$ cat config.mk
export PLATFORM = sky130hd
export DESIGN_NAME = fpalu_issue_ctrl
export DESIGN_NICKNAME = d
export VERILOG_FILES = /design/src/rtl/fpalu_issue_ctrl.sv
export SDC_FILE = /design/constraint.sdc
export NUM_CORES = 1
export LEC_CHECK = 0
export CAP_MARGIN = 20
export CORE_MARGIN = 2
export CORE_UTILIZATION = 50
export CTS_CLUSTER_DIAMETER = 80
export DETAILED_ROUTE_END_ITERATION = 10
export MAX_ROUTING_LAYER = met4
export PLACE_DENSITY_LB_ADDON = 0.08
export SYNTH_ARGS = -nofsm -noshare
export SYNTH_HDL_FRONTEND = slang
export SYNTH_SLANG_ARGS = --single-unit
$ cat constraint.sdc
create_clock -name clk -period 14.45 [get_ports clk]
set_input_delay 2.89 -clock clk [delete_from_list [all_inputs] [get_ports clk]]
set_output_delay 2.89 -clock clk [all_outputs]
set_load 0.1 [all_outputs]
$ cat src/rtl/fpalu_issue_ctrl.sv
// Issue/return front end for the fixed-latency pipelined FP add/multiply ALU.
// Optional synchronous flush port is enabled by defining FPALU_ISSUE_FLUSH_EN.
module fpalu_issue_ctrl #(
    parameter int unsigned LATENCY    = 29,
    parameter int unsigned FIFO_DEPTH = 4,
    parameter int unsigned TAG_W      = 4
) (
    input  logic             clk,
    input  logic             reset,
`ifdef FPALU_ISSUE_FLUSH_EN
    input  logic             flush,
`endif
    input  logic             req_valid,
    output logic             req_ready,
    input  logic [31:0]      req_a,
    input  logic [31:0]      req_b,
    input  logic             req_op,
    input  logic [TAG_W-1:0] req_tag,
    output logic [31:0]      alu_a,
    output logic [31:0]      alu_b,
    output logic             alu_s,
    input  logic [31:0]      alu_r,
    input  logic             alu_exception,
    output logic             rsp_valid,
    input  logic             rsp_ready,
    output logic [31:0]      rsp_data,
    output logic             rsp_exception,
    output logic [TAG_W-1:0] rsp_tag,
    output logic             busy
);

    localparam int unsigned AW = $clog2(FIFO_DEPTH);
    localparam int unsigned PW = AW + 1;
    localparam int unsigned CW = AW + 1;

    typedef struct packed {
        logic [31:0]      data;
        logic             exc;
        logic [TAG_W-1:0] tag;
    } rsp_entry_t;

    typedef enum logic [1:0] {
        IDLE   = 2'd0,
        ACTIVE = 2'd1,
        STALL  = 2'd2
    } state_t;

    state_t           state, state_d;
    logic [LATENCY-1:0] sh_v;
    logic [TAG_W-1:0] sh_tag [LATENCY];
    rsp_entry_t       fifo_mem [FIFO_DEPTH];
    logic [PW-1:0]    wr_ptr, wr_ptr_d, rd_ptr, rd_ptr_d;
    logic [CW-1:0]    credit, credit_d;
    logic             flush_c, fire_c, pop_c, wr_c;
    rsp_entry_t       head;

`ifdef FPALU_ISSUE_FLUSH_EN
    assign flush_c = flush;
`else
    assign flush_c = 1'b0;
`endif

    // Operands go straight to the ALU so it samples them on the accept edge.
    assign alu_a = req_a;
    assign alu_b = req_b;
    assign alu_s = req_op;

    assign req_ready = (state != STALL) && !flush_c;
    assign busy      = (state != IDLE);
    assign fire_c    = req_valid && req_ready;
    assign pop_c     = rsp_valid && rsp_ready && !flush_c;
    assign wr_c      = sh_v[LATENCY-1] && !flush_c;

    assign head          = fifo_mem[rd_ptr[AW-1:0]];
    assign rsp_data      = head.data;
    assign rsp_exception = head.exc;
    assign rsp_tag       = head.tag;

    // Next pointers, credit and derived occupancy state.
    always_comb begin
        state_d  = state;
        credit_d = credit;
        wr_ptr_d = wr_ptr;
        rd_ptr_d = rd_ptr;
        if (wr_c) wr_ptr_d = wr_ptr + PW'(1);
        if (pop_c) rd_ptr_d = rd_ptr + PW'(1);
        case ({fire_c, pop_c})
            2'b10:   credit_d = credit - CW'(1);
            2'b01:   credit_d = credit + CW'(1);
            default: credit_d = credit;
        endcase
        if (flush_c) begin
            credit_d = CW'(FIFO_DEPTH);
            rd_ptr_d = wr_ptr;
        end
        if (credit_d == CW'(FIFO_DEPTH))
            state_d = IDLE;
        else if (credit_d == CW'(0))
            state_d = STALL;
        else
            state_d = ACTIVE;
    end

    always_ff @(posedge clk or posedge reset) begin
        if (reset) begin
            state     <= IDLE;
            credit    <= CW'(FIFO_DEPTH);
            wr_ptr    <= '0;
            rd_ptr    <= '0;
            rsp_valid <= 1'b0;
        end else begin
            state     <= state_d;
            credit    <= credit_d;
            wr_ptr    <= wr_ptr_d;
            rd_ptr    <= rd_ptr_d;
            rsp_valid <= (wr_ptr_d != rd_ptr_d);
        end
    end

    // In-flight tracking: one slot per ALU pipeline stage.
    always_ff @(posedge clk or posedge reset) begin
        if (reset) begin
            sh_v <= '0;
            for (int unsigned i = 0; i < LATENCY; i++) sh_tag[i] <= '0;
        end else begin
            sh_v[0]   <= fire_c && !flush_c;
            sh_tag[0] <= req_tag;
            for (int unsigned i = 1; i < LATENCY; i++) begin
                sh_v[i]   <= sh_v[i-1] && !flush_c;
                sh_tag[i] <= sh_tag[i-1];
            end
        end
    end

    // Result capture; credit guarantees a free slot whenever wr_c is set.
    always_ff @(posedge clk or posedge reset) begin
        if (reset) begin
            for (int unsigned i = 0; i < FIFO_DEPTH; i++) fifo_mem[i] <= '0;
        end else if (wr_c) begin
            fifo_mem[wr_ptr[AW-1:0]] <= '{data: alu_r, exc: alu_exception,
                                          tag: sh_tag[LATENCY-1]};
        end
    end

endmodule

* After elaboration in Yosys (flattened, before gate mapping)
Index checks and enable logic that the tools add are counted.
** Cells by class
- Bitwise gates (word level) :: 2
- Magnitude comparators :: 3
- Add/subtract/negate cells :: 4
- Equality and inequality tests :: 5
- Mux-type cells :: 11
- Reduce and logical (&&, ||, !) cells :: 5
** Operators by type and width (count)
- $bwmux W148 :: 1
- $mux W37 :: 3
- $bmux W37 S2 :: 1
- $demux W37 S2 :: 1
- $add A3 B1 Y3 const B :: 3
- $ge A3 B3 Y1 const B :: 2
- $mux W3 :: 2
- $not A2 Y3 :: 2
- $pmux W3 S2 :: 1
- $mux W2 :: 2
- $eq A3 B3 Y1 const B :: 1
- $logic_and A1 B1 Y1 :: 3
- $logic_not A3 Y1 :: 1
- $lt A3 B1 Y1 const B :: 1
- $ne A3 B3 Y1 :: 1
- $sub A3 B1 Y3 const B :: 1
- $eq A2 B1 Y1 const B :: 1
- $eq A2 B2 Y1 const B :: 1
- $ne A2 B2 Y1 const B :: 1
- $reduce_bool A2 Y1 :: 1
** Storage, ports and cells
- Word-level logic and storage cells :: 77
- Register bits :: 305

* Depth between registers and ports, before layout
Gate-level depths: netlist of the first run.
- Depth after elaboration :: 7
- Gate-level depth with buffers :: 8

* Worst setup path before layout of the first run
OpenSTA, ideal clock, no wires.
- Kind :: input to output
- From :: input req_a[0]
- To :: output alu_a[0]
- Stages on the path :: 1
- Arrival time :: 3.153 ns
- Setup slack :: 8.407 ns
- Required time :: 11.560 ns
- Path through :: buf_4
** RTL lines
- start: declaration :: line 15 : input logic [31:0] req_a,
- end: declaration :: line 19 : output logic [31:0] alu_a,
No word-level cell between the ends.

* Worst setup path after layout of the first run
- From :: register rd_ptr[0]
- To :: output rsp_data[24]
** Between the ends
- Longest elaborated chain between the ends :: 4
** Ends and longest elaborated chain
- start: declaration :: line 52 : logic [PW-1:0] wr_ptr, wr_ptr_d, rd_ptr, rd_ptr_d;
- start signal: assignment :: line 115 : rd_ptr <= rd_ptr_d;
- $not A2 Y3 (not written as such) :: line 74 : assign head = fifo_mem[rd_ptr[AW-1:0]];
- $bmux W37 S2 :: line 74
- $mux W37 (not written as such) (2 in series) :: line 74
- end: declaration :: line 26 : output logic [31:0] rsp_data,
Every way passes these cells. The select of a mux whose other input is x is not followed.

==> metrics.md, run 1 <==
| Metric | Value |
|---|---|
| Status | `finished, final reports clean` |
| WL final | `between 20000 and 25000 um` |
| Routed len/inst | `about 22 um` |
| RSZ-0062 raised after global routing | `false` |
| Setup TNS | `0 ps` |
| Crit path required time | `11560 ps` |
| Slew of the pin with the lowest slew margin | `around 1100 ps` |
| Met2 Use GR | `0.337` |
| ANT cells | `0` |
| Yosys warns | `0` |
| Fin. Hold Viols | `0` |
| DIE WIDTH | `154 um` |
| Top_reg_cell synth | `dfrtp_1` |
| Routed vias | `between 5000 and 6000` |
| Unique masters post-synth | `26` |
| Synthesis-to-finish area growth | `14.6%` |
| Crit-path cells | `mux4_2 -> clkdlybuf4s50_1` |
| Root Buffer | `clkbuf_16` |
| Critical path type | `flip-flop to output port` |
| Number of buffers added on ports | `80` |
| Dpl cells | `between 900 and 1000` |
| Setup ws final | `approximately 8300 ps` |
| Gpl congestion | `~0.67` |
| # resized after CTS | `0` |
| # DRC | `0` |
| Gate Count Post-Synth | `just over 600` |
| Number of clock sinks | `between 300 and 400` |
| Largest net degree at the start of global routing | `around 170` |
| Post-Syn Area per Cell | `about 18 um2` |
| Starting Density | `0.512` |
| Vias/cell | `~5.3` |
| Relative slew slack | `0.290` |
| Hold_buf cts | `0` |
| Worst Skew | `roughly 16 ps` |
| Fin crit period | `between 6000 and 7000 ps` |
| Remaining antenna violation count | `0` |
| Initial antenna violation count | `0` |
| Vias in the first global route | `slightly below 6000` |
| Final period util | `0.423` |
| GR Util met3 | `0.0366` |
| Max-cap viol count | `0` |
| Startpoint types | `flip-flop` |
| Top Usage Layer GRT | `met2` |
| Fillcell total | `about 1700` |
| DRT Pass-1 Iters | `3` |
| Fmax | `about 0.16 GHz` |
| Inserted Clock Buffers | `30` |
| Fin nets | `between 700 and 800` |
| First-pass GRT wire length | `between 30000 and 40000 um` |
| Pre-CTS setup slack | `about 8300 ps` |
| Boundary Pins | `roughly 210` |
| Worst skew pair latency | `approximately 550 ps` |
| Clock buffer depth | `3` |
| TritonCTS clock tree | `yes` |
| Grt total ovfl | `0` |
| Post-CTS Setup Repair Bufs | `0` |
| Met1 global-route usage | `0.228` |
| Sequential fraction of the synthesis area | `0.681` |
| Clock-pin slew on the worst setup and hold paths | `~70 ps` |
| FFs w/ async S/R, synth | `1.00` |
| Die area | `~24000 um2` |
| Non-Filler Instances | `959` |
| H-Tree Depth | `1` |
| Detailed Place HPWL | `between 10000 and 15000 um` |
| Nature of the critical path endpoint | `output port` |
| Setup violations, final | `0` |
| Syn_nets | `around 740` |
| Gr usage total | `0.195` |
| Core outline area | `around 22000 um2` |
| Number of synthesized flops with an enable pin | `0` |
| Final Slew Violations | `0` |
| Worst endpoint data arrival time | `3230 ps` |
| Die height | `about 150 um` |
| DR iter-0 viols | `roughly 250` |
| Share of cells above drive strength 1 | `0.383` |
| FP Rows | `between 50 and 60` |
| Slowest Stage Delay on Critical Path | `1010 ps` |
| Min-Delay Path Class | `flip-flop to flip-flop` |
| Slowest CP cell | `dfrtp_4` |
| Synthesized area | `11200 um2` |
| Worst Path Max Fanout | `40` |
| #FFs+latches synth | `305` |
[logic make-up (layout without fill, tap and decap cells)]
group	count (synthesis)	count (layout)	synth area share
AO/OA/AOI/OAI	4	4	0.00246
XOR/XNOR	9	9	0.00949
adder cells (fa/ha/maj)	7	7	0.00849
buffers and inverters	93	149	0.0640
flip-flops	305	305	0.681
multiplexers	187	187	0.225
AND/OR/NAND/NOR	18	18	0.00916
[worst max-delay path: cells and delay by family, from the launching register on]
family | cells | cell delay, ps
buffers and inverters | 1 | 1000
muxes | 1 | 650
DFF | 1 | 1010
[layout by cell type, fill, tap and decap left out, types with 2 or more instances in the layout]
master and instances:
clkbuf_1 2, clkinv_2 9, nand3_1 3, clkinv_4 2, xnor3_1 2, dfrtp_1 302
mux2_2 150, clkbuf_8 3, a21oi_1 2, mux4_2 37, ha_1 6, nand2_2 4
xor2_1 4, clkbuf_16 30, clkinvlp_4 3, xnor2_1 3, bufinv_16 6, inv_1 4
buf_4 6, or2_2 2, nor3_1 2, clkdlybuf4s50_1 80, nand2_1 2
[cells in the mapped netlist, types with 3 or more instances]
| master | n | share of area |
|---|---|---|
| buf_2 | 6 | 0.0027 |
| buf_4 | 68 | 0.046 |
| buf_6 | 14 | 0.014 |
| dfrtp_1 | 304 | 0.68 |
| ha_1 | 6 | 0.0067 |
| inv_1 | 5 | 0.0017 |
| mux2_2 | 150 | 0.15 |
| mux4_2 | 37 | 0.074 |
| nand2_2 | 4 | 0.0022 |
| nand3_1 | 3 | 0.0013 |
| xnor2_1 | 3 | 0.0023 |
| xor2_1 | 4 | 0.0031 |
[state kept, by name, indices dropped and copies added (netlist names)]
signal     flops
fifo_mem     148
sh_tag       116
sh_v          29
credit         3
rd_ptr         3
wr_ptr         3
state          2
rsp_valid      1
[path summary, 6_finish.rpt]
| check | startpoint | to | slack (ps) | cells past startpoint |
|---|---|---|---|---|
| max | rd_ptr[0]$_DFF_PP0_ | rsp_data[24] | 8330 | 2 |
| min reg2reg | sh_tag[39]$_DFF_PP0_ | sh_tag[35]$_DFF_PP0_ | 340 | 0 |
| max in group asynchronous | reset | sh_tag[104]$_DFF_PP0_ | 9120 | 5 |
| max reg2reg | rsp_valid$_DFF_PP0_ | credit[2]$_DFF_PP1_ | 12380 | 7 |
| min in group asynchronous | reset | sh_tag[62]$_DFF_PP0_ | 2680 | 2 |
| min | sh_tag[39]$_DFF_PP0_ | sh_tag[35]$_DFF_PP0_ | 340 | 0 |
[metrics by stage]
step | utilization | area, um2 | hold WS [ps]
6_report | 0.587 | 12800 | 336
5_1_grt | 0.587 | 12800 | 344
4_1_cts | 0.585 | 12800 | 331
3_5_place_dp | 0.536 | 11700 | 335
3_3_place_gp | 0.535 | 11700 | 332
2_1_floorplan | - | 11200 | 331
[area by class of cell]
cell class / instances / area (um2) / share of cell area
tap: 280 / 350 / 0.0273
multi-input combinational: 225 / 2850 / 0.222
timing repair buffer: 88 / 893 / 0.0696
clock buffer: 35 / 800 / 0.0623
sequential: 305 / 7640 / 0.595
clock inverter: 21 / 282 / 0.0219
inverter: 5 / 26.3 / 0.00205
[metal layers]
metal | vias up | share of wire
met5 | - | 0
met4 | 0 | 0.036
met2 | 128 | 0.54
li1 | 2164 | -
met1 | 2731 | 0.37
met3 | 83 | 0.054
Power of run 1 is not shown: default switching activity piles up to over one toggle a cycle in this logic, so the estimate is an artifact.
==> inputs of run 2 (changes only) <==
clock period = 5.8 ns   (was 14.45 ns; I/O delays follow)
==> metrics.md, run 2 (same netlist as run 1, synthesis figures left out) <==
| Metric | Value |
|---|---|
| Relative slew slack | `0.269` |
| Share of cells above drive strength 1 | `0.374` |
| Met2 Use GR | `0.300` |
| Inserted Clock Buffers | `30` |
| Boundary Pins | `211` |
| Final Slew Violations | `0` |
| Grt total ovfl | `0` |
| Max reg flops | `~150` |
| WL final | `roughly 21000 um` |
| Remaining antenna violation count | `0` |
| Hold_buf cts | `0` |
| Setup violations, final | `0` |
| Die area | `around 24000 um2` |
| Post-CTS Setup Repair Bufs | `0` |
| Top reg by flops | `fifo_mem` |
| Setup TNS | `0 ps` |
| Gr usage total | `0.184` |
| Synthesis-to-finish area growth | `13.8%` |
| Number of buffers added on ports | `80` |
| Detailed Place HPWL | `12700 um` |
| DIE WIDTH | `~150 um` |
| Clock buffer depth | `3` |
| GR Util met3 | `0.0397` |
| Final period util | `0.765` |
| # DRC | `0` |
| Root Buffer | `clkbuf_16` |
| Initial antenna violation count | `1` |
| Number of clock sinks | `approximately 310` |
| Largest net degree at the start of global routing | `between 150 and 200` |
| Routed vias | `about 5000` |
| Most common cell after layout, fill and taps aside | `dfrtp_1` |
| Fin. Hold Viols | `0` |
| Worst Skew | `around 16 ps` |
| # resized after CTS | `0` |
| FP Rows | `54` |
| Fin crit period | `4430 ps` |
| Startpoint types | `flip-flop` |
| Worst Path Max Fanout | `21` |
| Slew of the pin with the lowest slew margin | `around 1100 ps` |
| Top Usage Layer GRT | `met2` |
| Worst skew pair latency | `about 540 ps` |
| Starting Density | `0.512` |
| Core outline area | `between 20000 and 25000 um2` |
| Routed len/inst | `21.5 um` |
| Gpl congestion | `around 0.7` |
| Crit path required time | `4640 ps` |
| Dpl cells | `903` |
| DRT Pass-1 Iters | `4` |
| DR iter-0 viols | `158` |
| Status | `finished, final reports clean` |
| H-Tree Depth | `1` |
| Critical path type | `flip-flop to output port` |
| Die height | `between 150 and 200 um` |
| Min-Delay Path Class | `flip-flop to flip-flop` |
| RSZ-0062 raised after global routing | `false` |
| Largest regs | `fifo_mem x148, sh_tag x116, sh_v x29` |
| Vias in the first global route | `approximately 5700` |
| First-pass GRT wire length | `roughly 33000 um` |
| Met1 global-route usage | `0.223` |
| Fin nets | `768` |
| Most frequent cells in the layout | `302 x dfrtp_1, 150 x mux2_2, 80 x clkdlybuf4s50_1` |
| Nature of the critical path endpoint | `output port` |
| Vias/cell | `about 5.3` |
| Fmax | `0.226 GHz` |
| Max-cap viol count | `0` |
| TritonCTS clock tree | `yes` |
| Worst endpoint data arrival time | `about 3300 ps` |
| Non-Filler Instances | `approximately 960` |
| Clock-pin slew on the worst setup and hold paths | `~60 ps` |
-- run 2: critical path, stage by stage, from the launching register on --
cell and delay [ps]:
dfrtp_2 900, buf_12 290, mux4_2 540, clkdlybuf4s50_1 1000
-- run 2: area by class of cell --
| class | instances | area (um2) |
|---|---|---|
| clock buffer | 39 | 836 |
| clock inverter | 12 | 169 |
| sequential | 305 | 7640 |
| timing repair buffer | 88 | 886 |
| tap | 280 | 350 |
| antenna | 1 | 2.50 |
| fill | 1645 | 9140 |
| inverter | 5 | 22.5 |
| multi-input combinational | 225 | 2850 |
-- run 2: stage by stage --
| stage | util | setup WS [ps] | instance area [um2] | hold slack (ps) |
|---|---|---|---|---|
| floorplan | - | 584 | 11200 | 331 |
| CTS | 0.583 | 1250 | 12800 | 345 |
| global placement | 0.537 | 1840 | 11700 | 331 |
| finish | 0.583 | 1370 | 12800 | 345 |
| global route | 0.583 | 1160 | 12800 | 349 |
| detailed placement | 0.537 | 1830 | 11700 | 335 |
-- run 2: path summary, 6_finish.rpt --
kind	startpoint	endpoint	slack [ps]	cells after the start
min in group asynchronous	reset	sh_v[0]$_DFF_PP0_	1120	2
max in group asynchronous	reset	fifo_mem[81]$_DFFE_PP0P_	3320	3
min	sh_tag[36]$_DFF_PP0_	sh_tag[32]$_DFF_PP0_	350	0
min reg2reg	sh_tag[36]$_DFF_PP0_	sh_tag[32]$_DFF_PP0_	350	0
max	rd_ptr[0]$_DFF_PP0_	rsp_data[0]	1370	3
max reg2reg	rsp_valid$_DFF_PP0_	credit[2]$_DFF_PP1_	3690	7
-- run 2: per-layer routing --
metal  routed length [um]  share of wire
met2                10200           0.49
met4                 1020          0.049
met5                    0              0
met1                 8300           0.40
met3                 1080          0.053
Power of run 2 is left out for the same reason.
